--- src/rtl/float_to_fixed.sv ---
// Serial FP16 (1/5/10, bias 15) to signed fixed-point converter.
// Alignment shifts one bit per clock; start/busy/done handshake.
module float_to_fixed #(
   parameter int unsigned OUT_W     = 16,
   parameter int unsigned FRAC_BITS = 0
) (
   input  logic             clk,
   input  logic             rst,
   input  logic             start,
   input  logic [15:0]      float_in,
   output logic             busy,
   output logic             done,
   output logic [OUT_W-1:0] int_out,
   output logic             overflow
);

   localparam logic [1:0] IDLE  = 2'd0;
   localparam logic [1:0] SHIFT = 2'd1;
   localparam logic [1:0] OUT   = 2'd2;

   localparam logic [OUT_W-1:0] POS_MAX = {1'b0, {(OUT_W-1){1'b1}}};
   localparam logic [OUT_W-1:0] NEG_MAX = {1'b1, {(OUT_W-1){1'b0}}};
   localparam logic [OUT_W-1:0] ONE     = {{(OUT_W-1){1'b0}}, 1'b1};
   localparam logic signed [6:0] FRAC_K = 7'(FRAC_BITS);

   logic [1:0]       state_q, state_d;
   logic             sign_q, sign_d;
   logic             dir_q, dir_d;     // 1: left shift
   logic             ovf_q, ovf_d;
   logic [5:0]       cnt_q, cnt_d;
   logic [OUT_W-1:0] mag_q, mag_d;
   logic             done_d;
   logic [OUT_W-1:0] int_out_d;
   logic             overflow_d;

   logic [4:0]        exp_in;
   logic [10:0]       sig_in;
   logic              zero_in;
   logic signed [6:0] k;
   logic [5:0]        k_mag;
   logic [OUT_W-1:0]  mag_shr;
   logic [OUT_W-1:0]  mag_neg;

   assign exp_in  = float_in[14:10];
   assign sig_in  = {1'b1, float_in[9:0]};
   assign zero_in = (float_in[14:0] == 15'd0);
   assign k       = $signed({2'b00, exp_in}) - 7'sd25 + FRAC_K;
   assign k_mag   = k[6] ? 6'(-k) : 6'(k);
   assign mag_shr = mag_q >> 1;
   assign mag_neg = (~mag_q) + ONE;

   assign busy = (state_q != IDLE);

   always_comb begin
      state_d    = state_q;
      sign_d     = sign_q;
      dir_d      = dir_q;
      ovf_d      = ovf_q;
      cnt_d      = cnt_q;
      mag_d      = mag_q;
      done_d     = 1'b0;
      int_out_d  = int_out;
      overflow_d = overflow;
      case (state_q)
         IDLE: begin
            if (start) begin
               sign_d = float_in[15];
               mag_d  = zero_in ? '0 : {{(OUT_W-11){1'b0}}, sig_in};
               cnt_d  = k_mag;
               dir_d  = ~k[6];
               ovf_d  = 1'b0;
               if (zero_in || (k == 7'sd0)) begin
                  state_d = OUT;
               end else begin
                  state_d = SHIFT;
               end
            end
         end
         SHIFT: begin
            if (dir_q) begin
               // A set MSB means any further left shift loses magnitude.
               if (mag_q[OUT_W-1]) begin
                  ovf_d   = 1'b1;
                  state_d = OUT;
               end else begin
                  mag_d = mag_q << 1;
                  cnt_d = cnt_q - 6'd1;
                  if (cnt_q == 6'd1) state_d = OUT;
               end
            end else begin
               mag_d = mag_shr;
               cnt_d = cnt_q - 6'd1;
               if ((cnt_q == 6'd1) || (mag_shr == '0)) state_d = OUT;
            end
         end
         OUT: begin
            if (!sign_q) begin
               if (ovf_q || (mag_q > POS_MAX)) begin
                  int_out_d  = POS_MAX;
                  overflow_d = 1'b1;
               end else begin
                  int_out_d  = mag_q;
                  overflow_d = 1'b0;
               end
            end else begin
               // -2^(OUT_W-1) is representable, so compare against NEG_MAX inclusively.
               if (ovf_q || (mag_q > NEG_MAX)) begin
                  int_out_d  = NEG_MAX;
                  overflow_d = 1'b1;
               end else begin
                  int_out_d  = mag_neg;
                  overflow_d = 1'b0;
               end
            end
            done_d  = 1'b1;
            state_d = IDLE;
         end
         default: state_d = IDLE;
      endcase
   end

   always_ff @(posedge clk or posedge rst) begin
      if (rst) begin
         state_q  <= IDLE;
         sign_q   <= 1'b0;
         dir_q    <= 1'b0;
         ovf_q    <= 1'b0;
         cnt_q    <= '0;
         mag_q    <= '0;
         done     <= 1'b0;
         int_out  <= '0;
         overflow <= 1'b0;
      end else begin
         state_q  <= state_d;
         sign_q   <= sign_d;
         dir_q    <= dir_d;
         ovf_q    <= ovf_d;
         cnt_q    <= cnt_d;
         mag_q    <= mag_d;
         done     <= done_d;
         int_out  <= int_out_d;
         overflow <= overflow_d;
      end
   end

endmodule

--- config.mk ---
export PLATFORM = sky130hd
export DESIGN_NAME = float_to_fixed
export DESIGN_NICKNAME = d
export VERILOG_FILES = /design/src/rtl/float_to_fixed.sv
export SDC_FILE = /design/constraint.sdc
export NUM_CORES = 1
export LEC_CHECK = 0
export BUFFER_PORTS_ARGS = -buffer_cell sky130_fd_sc_hd__buf_2
export CAP_MARGIN = 10
export CORE_ASPECT_RATIO = 1.2
export CORE_MARGIN = 1.5
export CORE_UTILIZATION = 58
export DETAILED_ROUTE_END_ITERATION = 6
export PLACE_DENSITY = 0.8
export SYNTH_ARGS = -nofsm -noshare
export SYNTH_HDL_FRONTEND = slang
export SYNTH_SLANG_ARGS = --single-unit
--- constraint.sdc ---
create_clock -name clk -period 2 [get_ports clk]
set_input_delay 0.2 -clock clk [delete_from_list [all_inputs] [get_ports clk]]
set_output_delay 0.2 -clock clk [all_outputs]
set_load 0.05 [all_outputs]
==> results of run 1 <==
synth_stat cells (all sizes together) (5+ instances only):
master,count,area share (%)
a31oi,8,1.7
dfrtp,45,37
nor2b,8,1.7
o21ai,37,6.5
clkbuf,11,1.4
a21oi,36,6.1
inv,15,1.9
nand3b,9,2.2
nand2,28,3.5
buf,14,2.6
nand2b,6,1.2
a211oi,6,1.7
ha,8,3.3
nand3,5,1.2
a221o,7,2.3
nor2,32,4.0
nor3,17,4.3
worst max-delay path: cells and delay by family, from the launching register on:
kind	cells	cell delay, ns
simple gates	2	0.60
compound gates	3	0.51
flops	1	0.47
buf+inv	1	0.22
metrics by stage:
stage | cell area, um2 | util (%)
floorplan | 3010 | -
global placement | 3320 | 66.6
detailed placement | 3320 | 66.6
CTS | 3400 | 68.3
global route | 3410 | 68.6
finish | 3410 | 68.6
how the worst max path moves through the flow:
stage / from / to / cells past startpoint
after floorplan: mag_q[1] / int_out[15] / 7
after global placement: mag_q[5] / int_out[15] / 5
after detailed placement: mag_q[1] / int_out[3] / 8
after CTS: mag_q[1] / int_out[3] / 8
after global routing: mag_q[14] / int_out[3] / 6
final: mag_q[13] / int_out[3] / 6
final cells by class:
class,instances,area [um2],area share [%]
timing repair buffer,59,350,10.3
inverter,15,56.3,1.65
clock buffer,7,76.3,2.24
tap,60,75.1,2.20
multi-input combinational,269,1720,50.4
sequential,45,1130,33.0
clock inverter,1,7.51,0.220
routing by layer:
metal  share of wire [%]  track usage [%]  up-vias
li1                    -                -     1363
met1                  41             32.6     1335
met2                  52             49.9       96
met3                 4.9             4.52       16
met4                 2.7             11.8        0
met5                   0                0        -
flip-flops by register name, indices dropped and copies added, names as in the netlist:
register / cells
sign_q: 1
overflow: 1
int_out: 16
dir_q: 1
state_q: 2
mag_q: 16
done: 1
cnt_q: 6
ovf_q: 1
power by group through the flow:
stage,Clock (W),Sequential [W],Combinational (W)
2_1_floorplan,0,0.00215,0.00193
3_3_place_gp,0,0.00166,0.00316
3_5_place_dp,0,0.00168,0.00323
4_1_cts,0.000573,0.00166,0.00324
5_1_grt,0.000601,0.00174,0.00361
6_report,0.000560,0.00167,0.00328
kinds of logic (layout without fill, tap and decap cells):
group                      count (synthesis)  after routing
and+or+nand+nor                          131            131
xor gates and xnor gates                   6              6
DFF                                       45             45
adders and majority gates                  8              8
buffers and inverters                     40             82
AOI/OAI and AO/OA                        120            120
muxes                                      4              4
==> summary.txt, run 1 <==
Crit Path Max Fanout: 9
Clock tree from TritonCTS: yes
Routed vias/inst: 6.16
Pleak: 1.49 nW
Synthesized-area fraction occupied by ao, oa, aoi and oai cells: 25.6%
Critical register-to-register path endpoint: int_out[3]
Number of flip-flops and latches in the synthesized netlist: 45
Final setup TNS: 0 ns
Portion of netlist area occupied by mux cells: 1.41%
Initial DRC Count: 261
Startpoint-to-endpoint class of the critical path: flop to flop
Commonest non-fill, non-tap cell in the layout: sky130_fd_sc_hd__dfrtp_1
Quantity of gates resized following cts: 0
Aggregate global routing overflow: 0
Logic gate share of total power: 59.5%
Sequential group share of total power: 30.4%
Slowest stage cell, crit path: sky130_fd_sc_hd__dfrtp_1
Largest family of logic cells by synthesized area: compound AO/OA/AOI/OAI gates
Vias in the first global route: 2672
Boundary Pins: 38
Post-layout power: 0.00551 W
CP endpoint kind: flop
Data required time of the worst path: 2.23 ns
Standard-cell rows: 28
Launching element type of the critical path: flop
Post-layout nets: 422
Flip-flop cell with the highest count after synthesis: sky130_fd_sc_hd__dfrtp_1
Run status: finished, final reports clean
HPWL reported at the end of detailed placement: 5290 um
CTS buffer count: 5
Final hold vios: 0
Reg2Reg Setup Slack: 0.11 ns
GPL Wtd Cong: 0.890
Sw Pwr: 0.00279 W
Total wire length after detailed routing: 7240 um
Clock skew after layout: 0.00671 ns
Fill cell instance count of the final layout: 420
Final Cycle Share: 94.3%
Max Transition Viols Final: 0
Area of the core: 4970 um2
Total clock sinks: 45
Clock latency on the worst-skew pair: 0.31 ns
Peak ir drop on the vdd network: 0.738 mV
Number of unique standard cell types used by synthesis: 62
Number of failing setup endpoints in the final timing report: 0
Worst Setup Slack post-DPL: 0.133 ns
Clock Power Share: 10.2%
Maximum number of pins on one net before global-route repair: 46
Wire length of the first global-routing pass: 12000 um
Worst path cell trace: nor3_1 -> nand2b_1 -> o21ai_4 -> buf_4 -> a21oi_1 -> o21ai_1
Relative slew slack: 61.5%
P per Cell Area: 1620 nW/um2
Sequential share of the synthesized area: 37.4%
Final Non-Filler Cells: 456
Most frequent cells in the layout: sky130_fd_sc_hd__dfrtp_1, sky130_fd_sc_hd__buf_2, sky130_fd_sc_hd__a21oi_1, sky130_fd_sc_hd__nor2_1, sky130_fd_sc_hd__o21ai_0
Average footprint of a synthesized cell: 8.51 um2
Cell count after synthesis: 354
Overall fraction of global-route tracks in use: 28.0%
Placed Instances: 448
Startpoint of the lowest-slack register-to-register path: mag_q[13]
Syn Std Cell Area: 3010 um2
Share of final-layout standard cells stronger than drive strength 1: 22.2%
Die height: 81.9 um
Via count: 2810
Area enclosed by the die boundary: 5640 um2
Endpoint arrival time on the critical path: 2.12 ns
Pre-antenna DRT Iters: 4
EDFF count, synth: 0
Count of buffers from port buffering: 37
Proportion of total power due to net switching: 50.6%
Logic depth of the worst register-to-register path: 6
Setup repair after global routing missed its margin: no
H-tree depth reported by CTS: 2
Arithmetic-cell share of the synthesized area counting full adders, half adders and majority gates: 3.32%
Clock period minus worst slack: 1.89 ns
CP max stage delay: 0.47 ns
Number of warning messages in the yosys log: 0
Die boundary width: 68.8 um
Peak Freq: 530 MHz
DRC Markers: 0
Setup slack of the critical path after layout: 0.114 ns
Routed length per instance: 15.9 um
Worst-case hold slack: 0.0308 ns
Number of antenna diodes: 0
Layout-stage area growth over the synthesis result: 13.3%
Worst Tran Pin Value: 0.577 ns
Post-Synth XOR/XNOR Area: 1.74%
Max cap viols: 0
HP Class: input port to asynchronous set/reset pin
Initial Utilization: 60.5%
Antenna violations before repair: 0
Clock edge transition at the registers on the reported setup and hold paths: 0.08 ns
Number of nets with antenna violations after detailed routing: 0
Share of flip-flops with an asynchronous set or reset: 100%
Synthesized Nets: 381
P_int: 0.00272 W
Number of buffers inserted for hold repair after clock tree synthesis: 0
Setup Buffers After CTS: 0
Number of buffers between clock root and the deepest sink: 2
Library cell used as clock root buffer: sky130_fd_sc_hd__clkbuf_8
Post-synthesis simple-gate area fraction: 24.7%
Power figures use the tool's default switching activity.
==> inputs of run 2 (changes only) <==
--- a/config.mk
+++ b/config.mk
@@ -6,12 +6,13 @@
 export NUM_CORES = 1
 export LEC_CHECK = 0
 export BUFFER_PORTS_ARGS = -buffer_cell sky130_fd_sc_hd__buf_2
-export CAP_MARGIN = 10
+export CAP_MARGIN = 5
 export CORE_ASPECT_RATIO = 1.2
 export CORE_MARGIN = 1.5
-export CORE_UTILIZATION = 58
+export CORE_UTILIZATION = 60
+export CTS_BUF_LIST = sky130_fd_sc_hd__clkbuf_8
 export DETAILED_ROUTE_END_ITERATION = 6
-export PLACE_DENSITY = 0.8
+export PLACE_DENSITY = 0.82
 export SYNTH_ARGS = -nofsm -noshare
 export SYNTH_HDL_FRONTEND = slang
 export SYNTH_SLANG_ARGS = --single-unit
==> run 2 against run 1 <==
Power rose by 4.6%. Highest routed layer unchanged. Clock-buffer cell count fell by 1. Maximum frequency rose by 3.7%.
==> summary.txt, run 2 (same netlist as run 1, synthesis figures left out) <==
Number of buffers between clock root and the deepest sink: 2 (unchanged)
Max Transition Viols Final: 0 (unchanged)
Worst-case hold slack: 0.126 ns (+0.0951 ns)
Final hold vios: 0 (unchanged)
Number of antenna diodes: 0 (unchanged)
Antenna violations before repair: 0 (unchanged)
Met2 track utilization from global routing: 53.9% (+4.0 points)
Placed Instances: 453 (+1.1%)
Fill cell instance count of the final layout: 368 (-12%)
Peak ir drop on the vdd network: 0.950 mV (+29%)
Boundary Pins: 38 (unchanged)
Routed vias/inst: 6.20 (+0.60%)
CP endpoint kind: flop
Max cap viols: 0 (unchanged)
Layout-stage area growth over the synthesis result: 16.4%
Number of nets with antenna violations after detailed routing: 0 (unchanged)
Most frequent cells in the layout: sky130_fd_sc_hd__dfrtp_1, sky130_fd_sc_hd__buf_2, sky130_fd_sc_hd__a21oi_1, sky130_fd_sc_hd__nor2_1, sky130_fd_sc_hd__o21ai_0
Aggregate global routing overflow: 0 (unchanged)
Fin util: 72.0% (+3.4 points)
Commonest non-fill, non-tap cell in the layout: sky130_fd_sc_hd__dfrtp_1
Initial Utilization: 61.8% (+1.3 points)
H-tree depth reported by CTS: 2 (unchanged)
HP Class: input port to flop
Via count: 2864 (+1.9%)
Number of failing setup endpoints in the final timing report: 0 (unchanged)
Maximum number of pins on one net before global-route repair: 46 (unchanged)
Die boundary width: 67.7 um (-1.6%)
Clock period minus worst slack: 1.82 ns (-0.0666 ns)
Clock tree from TritonCTS: yes
Crit Path Max Fanout: 9 (unchanged)
Startpoint-to-endpoint class of the critical path: flop to flop
Reg2Reg Setup Slack: 0.18 ns (+0.07 ns)
Final Cycle Share: 91.0% (-3.3 points)
Initial DRC Count: 232 (-11%)
Clock skew after layout: 0.00571 ns (-0.000998 ns)
Setup repair after global routing missed its margin: no
CTS buffer count: 5 (unchanged)
Highest-utilization routing layer at the global route stage: met2
M3 GR Usage: 5.46% (+0.94 points)
Endpoint arrival time on the critical path: 2.05 ns (-0.07 ns)
Slowest stage cell, crit path: sky130_fd_sc_hd__dfrtp_1
Launching element type of the critical path: flop
Setup slack of the critical path after layout: 0.180 ns (+0.0666 ns)
Pleak: 1.54 nW (+3.6%)
Pre-antenna DRT Iters: 5 (+1)
Overall fraction of global-route tracks in use: 30.1% (+2.1 points)
Peak Freq: 549 MHz (+3.7%)
Top Registers: int_out (16), mag_q (16), cnt_q (6)
Worst path cell trace: inv_1 -> ha_1 -> nor2b_4 -> nand4_4 -> o21ai_4 -> buf_4 -> a21oi_1 -> o21ai_1
Die height: 80.6 um (-1.6%)
Area enclosed by the die boundary: 5460 um2 (-3.2%)
Worst Tran Pin Value: 0.630 ns (+0.0528 ns)
Share of final-layout standard cells stronger than drive strength 1: 24.1% (+1.9 points)
Count of buffers from port buffering: 37 (unchanged)
Wire length of the first global-routing pass: 12400 um (+3.2%)
Total clock sinks: 45 (unchanged)
Library cell used as clock root buffer: sky130_fd_sc_hd__clkbuf_8
Relative slew slack: 58.0% (-3.5 points)
P per Cell Area: 1640 nW/um2 (+1.8%)
Clock latency on the worst-skew pair: 0.30 ns (about the same)
Total wire length after detailed routing: 7440 um (+2.8%)
GPL Wtd Cong: 0.921 (+3.5%)
Post-layout nets: 428 (+1.4%)
Vias in the first global route: 2775 (+3.9%)
HPWL reported at the end of detailed placement: 5550 um (+4.9%)
Final setup TNS: 0 ns (unchanged)
Standard-cell rows: 28 (unchanged)
Routed length per instance: 16.1 um (+1.4%)
Sum of buffers and inverters on the critical path: 2 (+1)
Clock edge transition at the registers on the reported setup and hold paths: 0.09 ns (about the same)
Worst Setup Slack post-DPL: 0.144 ns (+0.0109 ns)
Area of the core: 4870 um2 (-2.1%)
Data required time of the worst path: 2.23 ns (about the same)
Met1 Usage GRT: 34.0% (+1.5 points)
Run status: finished, final reports clean
Largest delay share family, worst path: compound AO/OA/AOI/OAI gates
DRC Markers: 0 (unchanged)
Final Non-Filler Cells: 462 (+1.3%)
CP max stage delay: 0.39 ns (-0.08 ns)
-- run 2: repair_timing --
item                                    CTS  global route
endpoints found under the hold margin    45             0
resized for setup                         0             2
endpoints found under the setup margin    0             6
hold buffers                              1             0
buffers inserted                          0             0
-- run 2: layout make-up --
cell class,instances,area (um2),share of cell area (%)
multi-input cells,269,1720,49.0
flip-flops and latches,45,1130,32.1
repair buffers,65,410,11.7
clock buffers,6,82.6,2.36
well taps,60,75.1,2.14
inverters,15,56.3,1.61
clock inverters,2,37.5,1.07
-- run 2: worst paths after layout --
| kind | from | to | cells after the start |
|---|---|---|---|
| hold reg to reg | int_out[12] | int_out[12] | 1 |
| hold / removal | float_in[15] | sign_q | 2 |
| min in group asynchronous | rst | int_out[4] | 4 |
| max in group asynchronous | rst | dir_q | 4 |
| setup / recovery | mag_q[1] | int_out[3] | 8 |
| setup reg to reg | mag_q[1] | int_out[3] | 8 |
-- run 2: where the power goes --
group / internal [W] / switching [W]
Sequential: 0.00129 / 0.000332
Clock: 0.000407 / 0.000331
Combinational: 0.00124 / 0.00217
Total: 0.00293 / 0.00283
-- run 2: routing by layer --
layer	wire length, um	vias to the layer above
li1	-	1386
met1	2970	1373
met2	3960	91
met3	354	14
met4	148	0
met5	0	-
-- run 2: metrics by stage --
stage	cell area, um2	power [W]
floorplan	3010	0.00408
global placement	3370	0.00491
detailed placement	3370	0.00499
CTS	3500	0.00574
global route	3510	0.00618
finish	3510	0.00577
